## config.mk

```make
export PLATFORM = sky130hd
export DESIGN_NAME = alu_issue_unit_flat
export DESIGN_NICKNAME = d
export VERILOG_FILES = /design/src/rtl/alu_issue_if.sv /design/src/rtl/alu_issue_unit.sv /design/src/flat_wrapper.sv
export SDC_FILE = /design/constraint.sdc
export NUM_CORES = 1
export LEC_CHECK = 0
export CAP_MARGIN = 25
export CORE_MARGIN = 3
export CORE_UTILIZATION = 44
export DETAILED_ROUTE_END_ITERATION = 6
export PLACE_DENSITY_LB_ADDON = 0.3
export SLEW_MARGIN = 10
export SYNTH_ARGS = -nofsm -noshare
export SYNTH_HDL_FRONTEND = slang
export SYNTH_SLANG_ARGS = --single-unit
```

## constraint.sdc

```tcl
create_clock -name clk -period 2.84 [get_ports clk]
set_clock_uncertainty 0.1 [all_clocks]
set_input_delay 0.426 -clock clk [delete_from_list [all_inputs] [get_ports clk]]
set_output_delay 0.426 -clock clk [all_outputs]
set_load 0.1 [all_outputs]
```

## src/rtl/alu_issue_if.sv

```systemverilog
// Request/response channels between a requester and alu_issue_unit.
// The unit connects to the slave modport.
interface alu_issue_if;
    logic        req_valid;
    logic        req_ready;
    logic [5:0]  req_fn;
    logic [31:0] req_a;
    logic [31:0] req_b;
    logic [3:0]  req_tag;

    logic        rsp_valid;
    logic        rsp_ready;
    logic [31:0] rsp_result;
    logic        rsp_overflow;
    logic        rsp_zero;
    logic        rsp_err;
    logic [3:0]  rsp_tag;

    modport master (
        output req_valid, req_fn, req_a, req_b, req_tag, rsp_ready,
        input  req_ready, rsp_valid, rsp_result, rsp_overflow, rsp_zero, rsp_err, rsp_tag
    );

    modport slave (
        input  req_valid, req_fn, req_a, req_b, req_tag, rsp_ready,
        output req_ready, rsp_valid, rsp_result, rsp_overflow, rsp_zero, rsp_err, rsp_tag
    );
endinterface

```

## src/rtl/alu_issue_unit.sv

```systemverilog
// Single-outstanding issue stage for an external combinational ALU: registers the operands,
// waits SETTLE_CYCLES for the ALU to settle, captures the result and returns it with its tag.
module alu_issue_unit #(
    parameter int unsigned SETTLE_CYCLES = 1
) (
    input  logic        clk,
    input  logic        rst,
    alu_issue_if.slave  bus,
    output logic [31:0] alu_a,
    output logic [31:0] alu_b,
    output logic [5:0]  alu_fn,
    input  logic [31:0] alu_otp,
    input  logic        alu_overflow,
    input  logic        alu_zero,
    output logic [15:0] op_count
);
    typedef enum logic [1:0] {StIdle, StDrive, StResp} state_e;

    state_e      state_q, state_d;
    logic [31:0] alu_a_q, alu_a_d;
    logic [31:0] alu_b_q, alu_b_d;
    logic [5:0]  alu_fn_q, alu_fn_d;
    logic [3:0]  cnt_q, cnt_d;
    logic [31:0] result_q, result_d;
    logic        ovf_q, ovf_d;
    logic        zero_q, zero_d;
    logic        err_q, err_d;
    logic [3:0]  tag_q, tag_d;
    logic [15:0] op_count_q, op_count_d;
    logic        fn_legal;

    always_comb begin
        fn_legal = 1'b0;
        case (bus.req_fn)
            6'b000000, 6'b000001, 6'b000010, 6'b000100,
            6'b000101, 6'b000110, 6'b001000, 6'b001001: fn_legal = 1'b1;
            default: fn_legal = 1'b0;
        endcase
    end

    always_comb begin
        state_d    = state_q;
        alu_a_d    = alu_a_q;
        alu_b_d    = alu_b_q;
        alu_fn_d   = alu_fn_q;
        cnt_d      = cnt_q;
        result_d   = result_q;
        ovf_d      = ovf_q;
        zero_d     = zero_q;
        err_d      = err_q;
        tag_d      = tag_q;
        op_count_d = op_count_q;
        unique case (state_q)
            StIdle: begin
                if (bus.req_valid) begin
                    tag_d = bus.req_tag;
                    if (fn_legal) begin
                        alu_a_d  = bus.req_a;
                        alu_b_d  = bus.req_b;
                        alu_fn_d = bus.req_fn;
                        cnt_d    = 4'(SETTLE_CYCLES - 1);
                        state_d  = StDrive;
                    end else begin
                        // Illegal codes bypass the ALU and answer immediately.
                        result_d = 32'h0;
                        ovf_d    = 1'b0;
                        zero_d   = 1'b0;
                        err_d    = 1'b1;
                        state_d  = StResp;
                    end
                end
            end
            StDrive: begin
                if (cnt_q == 4'd0) begin
                    result_d = alu_otp;
                    ovf_d    = alu_overflow;
                    zero_d   = alu_zero;
                    err_d    = 1'b0;
                    state_d  = StResp;
                end else begin
                    cnt_d = cnt_q - 4'd1;
                end
            end
            StResp: begin
                if (bus.rsp_ready) begin
                    op_count_d = op_count_q + 16'd1;
                    state_d    = StIdle;
                end
            end
            default: state_d = StIdle;
        endcase
    end

    always_ff @(posedge clk) begin
        if (rst) begin
            state_q    <= StIdle;
            alu_a_q    <= 32'h0;
            alu_b_q    <= 32'h0;
            alu_fn_q   <= 6'h0;
            cnt_q      <= 4'd0;
            result_q   <= 32'h0;
            ovf_q      <= 1'b0;
            zero_q     <= 1'b0;
            err_q      <= 1'b0;
            tag_q      <= 4'd0;
            op_count_q <= 16'd0;
        end else begin
            state_q    <= state_d;
            alu_a_q    <= alu_a_d;
            alu_b_q    <= alu_b_d;
            alu_fn_q   <= alu_fn_d;
            cnt_q      <= cnt_d;
            result_q   <= result_d;
            ovf_q      <= ovf_d;
            zero_q     <= zero_d;
            err_q      <= err_d;
            tag_q      <= tag_d;
            op_count_q <= op_count_d;
        end
    end

    // Handshake outputs are gated by rst so nothing is offered while reset is held.
    assign bus.req_ready    = (state_q == StIdle) && !rst;
    assign bus.rsp_valid    = (state_q == StResp) && !rst;
    assign bus.rsp_result   = result_q;
    assign bus.rsp_overflow = ovf_q;
    assign bus.rsp_zero     = zero_q;
    assign bus.rsp_err      = err_q;
    assign bus.rsp_tag      = tag_q;
    assign alu_a            = alu_a_q;
    assign alu_b            = alu_b_q;
    assign alu_fn           = alu_fn_q;
    assign op_count         = op_count_q;
endmodule

```

## src/flat_wrapper.sv

```systemverilog
// flat-port wrapper written by rule: the top's interface ports become plain ports
module alu_issue_unit_flat 
#(
    parameter int unsigned SETTLE_CYCLES = 1
)
  (clk, rst, alu_a, alu_b, alu_fn, alu_otp, alu_overflow, alu_zero, op_count, bus_req_valid, bus_req_fn, bus_req_a, bus_req_b, bus_req_tag, bus_rsp_ready, bus_req_ready, bus_rsp_valid, bus_rsp_result, bus_rsp_overflow, bus_rsp_zero, bus_rsp_err, bus_rsp_tag);
  alu_issue_if bus_i ();
  input  logic clk;
  input  logic rst;
  output logic [31:0] alu_a;
  output logic [31:0] alu_b;
  output logic [5:0] alu_fn;
  input  logic [31:0] alu_otp;
  input  logic alu_overflow;
  input  logic alu_zero;
  output logic [15:0] op_count;
  input wire logic [$bits(bus_i.req_valid)-1:0] bus_req_valid;
  input wire logic [$bits(bus_i.req_fn)-1:0] bus_req_fn;
  input wire logic [$bits(bus_i.req_a)-1:0] bus_req_a;
  input wire logic [$bits(bus_i.req_b)-1:0] bus_req_b;
  input wire logic [$bits(bus_i.req_tag)-1:0] bus_req_tag;
  input wire logic [$bits(bus_i.rsp_ready)-1:0] bus_rsp_ready;
  output wire logic [$bits(bus_i.req_ready)-1:0] bus_req_ready;
  output wire logic [$bits(bus_i.rsp_valid)-1:0] bus_rsp_valid;
  output wire logic [$bits(bus_i.rsp_result)-1:0] bus_rsp_result;
  output wire logic [$bits(bus_i.rsp_overflow)-1:0] bus_rsp_overflow;
  output wire logic [$bits(bus_i.rsp_zero)-1:0] bus_rsp_zero;
  output wire logic [$bits(bus_i.rsp_err)-1:0] bus_rsp_err;
  output wire logic [$bits(bus_i.rsp_tag)-1:0] bus_rsp_tag;
  assign bus_i.req_valid = bus_req_valid;
  assign bus_i.req_fn = bus_req_fn;
  assign bus_i.req_a = bus_req_a;
  assign bus_i.req_b = bus_req_b;
  assign bus_i.req_tag = bus_req_tag;
  assign bus_i.rsp_ready = bus_rsp_ready;
  assign bus_req_ready = bus_i.req_ready;
  assign bus_rsp_valid = bus_i.rsp_valid;
  assign bus_rsp_result = bus_i.rsp_result;
  assign bus_rsp_overflow = bus_i.rsp_overflow;
  assign bus_rsp_zero = bus_i.rsp_zero;
  assign bus_rsp_err = bus_i.rsp_err;
  assign bus_rsp_tag = bus_i.rsp_tag;
  alu_issue_unit #(.SETTLE_CYCLES(SETTLE_CYCLES)) u_core (.clk(clk), .rst(rst), .bus(bus_i), .alu_a(alu_a), .alu_b(alu_b), .alu_fn(alu_fn), .alu_otp(alu_otp), .alu_overflow(alu_overflow), .alu_zero(alu_zero), .op_count(op_count));
endmodule
```

==> metrics.txt <==
Min-Delay Path Depth=2; CTS hold repair buffers=0; clock slew at reported path FFs=0.05 ns; slowest CP cell=o211ai_4; Distinct cells, synth=43; worst endpoint required time=3.07 ns; fillers=841; initial antenna violation count=0; Syn. warnings=0; Max Cap Violations=0; first-pass GRT wire length=22.9 mm; dominant synthesized flop cell=dfxtp_1; async set-reset flop share out of synthesis=0%; CTS tree=done; Syn Area/Cell=8.46 µm²; largest net degree at the start of global routing=77; Avg WL per Cell=14.6 µm; Final setup viols=0; RSZ-0062 raised after global routing=no; Via Count=4944; register area=2620 µm²; I/O Pins=239; Synth area leader=dfxtp_1; Final ANT Viol Nets=0; Final period util=74.4%; status=completed; Synth Instances=599; Post-synth EDFFs=0; Syn Std Cell Area=5070 µm²; top post-synthesis cells by area=dfxtp_1 52%, nand2_1 12%, a21oi_1 9.9%; R2R Path Start=u_core.state_q[1]$_SDFFE_PP0P_; largest fanout on the critical path=39; clk sinks=131; worst path arrival time=2.34 ns; reg-to-reg slack, setup=0.84 ns; startpoint types=input pin; Synth top area share=51.8%; setup TNS=0 ns; final instance area=7720 µm²; Crit Path Class=in -> reg; post-synthesis sequential element count=131; critical hold path startpoint=u_core.alu_a[1]$_SDFFE_PP0P_; Hold Crit Class=reg -> reg; number of setup buffers added after CTS=0; Placement Cell Area=7150 µm²; slowest stage delay, CP=0.75 ns; Crit. End Element=flop; initial core utilization=45.9%; final worst path period need=2.11 ns; die width=113 µm; fin. max-slew vios=0; sequential element share of the synthesized area=51.8%; Iteration-0 DRC Markers=324; Ant. Diodes=0; H-tree depth=4; final hold viol count=0; Placer Congestion=0.802; most numerous cell in the Yosys netlist=nand2_1; Worst VDD drop=0.000468 V; Synth top cells by count=165 x nand2_1, 131 x dfxtp_1, 100 x a21oi_1, 38 x o21ai_0, 25 x clkbuf_1; clock buffer count from CTS=17; drt pass-1 iters=5; syn nets=714; ratio of cells with drive above 1 in the final layout=23.6%; dpl hpwl=10.1 mm; final wirelength=14.2 mm; Final Hold Slack=0.352 ns; Die H=113 µm; clk root buf=clkbuf_16; CORE AREA=11000 µm²; post-CTS sizing=0; Clock Latency Late Sink=0.41 ns; drt via density=5.09; leakage=3.06 nW; Hold Path End=u_core.alu_a[1]$_SDFFE_PP0P_; PD cells=598 nW/µm²; worst-path cell chain=clkdlybuf4s50_1 -> a21oi_2 -> o211ai_4 -> buf_12 -> nand2_1 -> a21oi_1; DRC=0; Area growth syn-to-layout=52.4%; area of the multi-input gates=2190 µm²; Fmax=473 MHz; clk buf depth=2; vias in the first global route=4825; worst reg2reg path depth=5; gr usage total=22.2%; DIE AREA=12800 µm²; Buffers on Ports=238; Worst slew margin=38.9%; Worst Max-Slew Pin Slew=0.912 ns; r2r endpoint=u_core.alu_b[22]$_SDFFE_PP0P_; Total Nets Final=935; residual overflow from global routing=0; row cnt=38
## final cells by class
class / count / share of cell area (%)
Sequential cell: 131 / 33.9
Clock buffer: 26 / 6.85
Inverter: 2 / 0.0972
Timing Repair Buffer: 245 / 27.9
Tap cell: 140 / 2.27
Clock inverter: 4 / 0.583
Multi-Input combinational cell: 423 / 28.4
## metal layers
layer	routed length, µm	up-vias	track usage (%)
met5	0	-	0
met2	7070	195	37.2
met1	5390	2287	24.4
met4	359	0	9.78
met3	1400	28	9.63
li1	-	2434	-
## sequential cells by signal, summed over array words and instances, names as in the netlist
name,count
u_core.alu_a,32
u_core.alu_b,32
u_core.bus.rsp_result,32
u_core.op_count,16
u_core.alu_fn,6
u_core.bus.rsp_tag,4
u_core.cnt_q,4
u_core.state_q,2
u_core.bus.rsp_err,1
u_core.bus.rsp_overflow,1
u_core.bus.rsp_zero,1
## through the flow
stage / cells / setup slack [ns] / utilization, % / total power, mW
final: 971 / 0.728 / 70.0 / 4.62
after global routing: 971 / 0.582 / 70.0 / 4.78
after CTS: 971 / 0.753 / 70.0 / 4.66
after detailed placement: 941 / 0.329 / 64.8 / 2.58
after global placement: 941 / 0.381 / 64.8 / 2.57
after floorplan: 599 / 0.0736 / - / 2.33
## cells in the final DEF, fill, tap and decap left out, types with 4 or more instances in the layout
cell type | Yosys | routed
clkbuf_8 | 0 | 7
nand3_1 | 8 | 8
clkdlybuf4s50_1 | 0 | 110
nand2_1 | 165 | 165
a21oi_1 | 100 | 100
or3_1 | 5 | 5
mux2i_1 | 5 | 5
clkbuf_16 | 0 | 17
nor2b_1 | 4 | 4
xor2_1 | 6 | 6
dfxtp_1 | 131 | 131
xnor2_1 | 4 | 4
a21oi_2 | 12 | 12
buf_4 | 0 | 132
nor2_1 | 24 | 24
nand2_2 | 10 | 10
nor3_1 | 6 | 5
o21ai_0 | 38 | 38
## worst max path at each step
stage,start,slack (ns),cells past startpoint,end
6_report,bus_req_fn[1],0.73,6,u_core.alu_b[22]$_SDFFE_PP0P_
5_1_grt,bus_req_fn[1],0.58,6,u_core.alu_a[7]$_SDFFE_PP0P_
4_1_cts,bus_req_fn[1],0.75,6,u_core.alu_b[22]$_SDFFE_PP0P_
3_5_place_dp,bus_req_fn[1],0.33,6,u_core.alu_b[10]$_SDFFE_PP0P_
3_3_place_gp,bus_req_fn[1],0.38,6,u_core.alu_b[10]$_SDFFE_PP0P_
2_1_floorplan,rst,0.07,4,bus_rsp_valid
## kinds of logic after synthesis
| family | share of synthesized area [%] |
|---|---|
| simple gates | 22.1 |
| buf+inv | 5.23 |
| fa+ha+maj | 0.741 |
| mux | 1.43 |
| flops | 51.8 |
| compound gates | 17.0 |
| xor+xnor | 1.73 |
## worst max-delay path, delay by kind of cell
family | cells | cell delay (ns)
and+or+nand+nor | 1 | 0.09
AOI/OAI and AO/OA | 3 | 1.00
buffers and inverters | 2 | 0.81
## where the power goes
group | switching, mW | internal [mW] | leakage, nW
clock | 0.731 | 1.35 | 0.288
combinational | 0.412 | 0.227 | 1.72
sequential | 0.0244 | 1.88 | 1.06
Power figures use the tool's default switching activity.
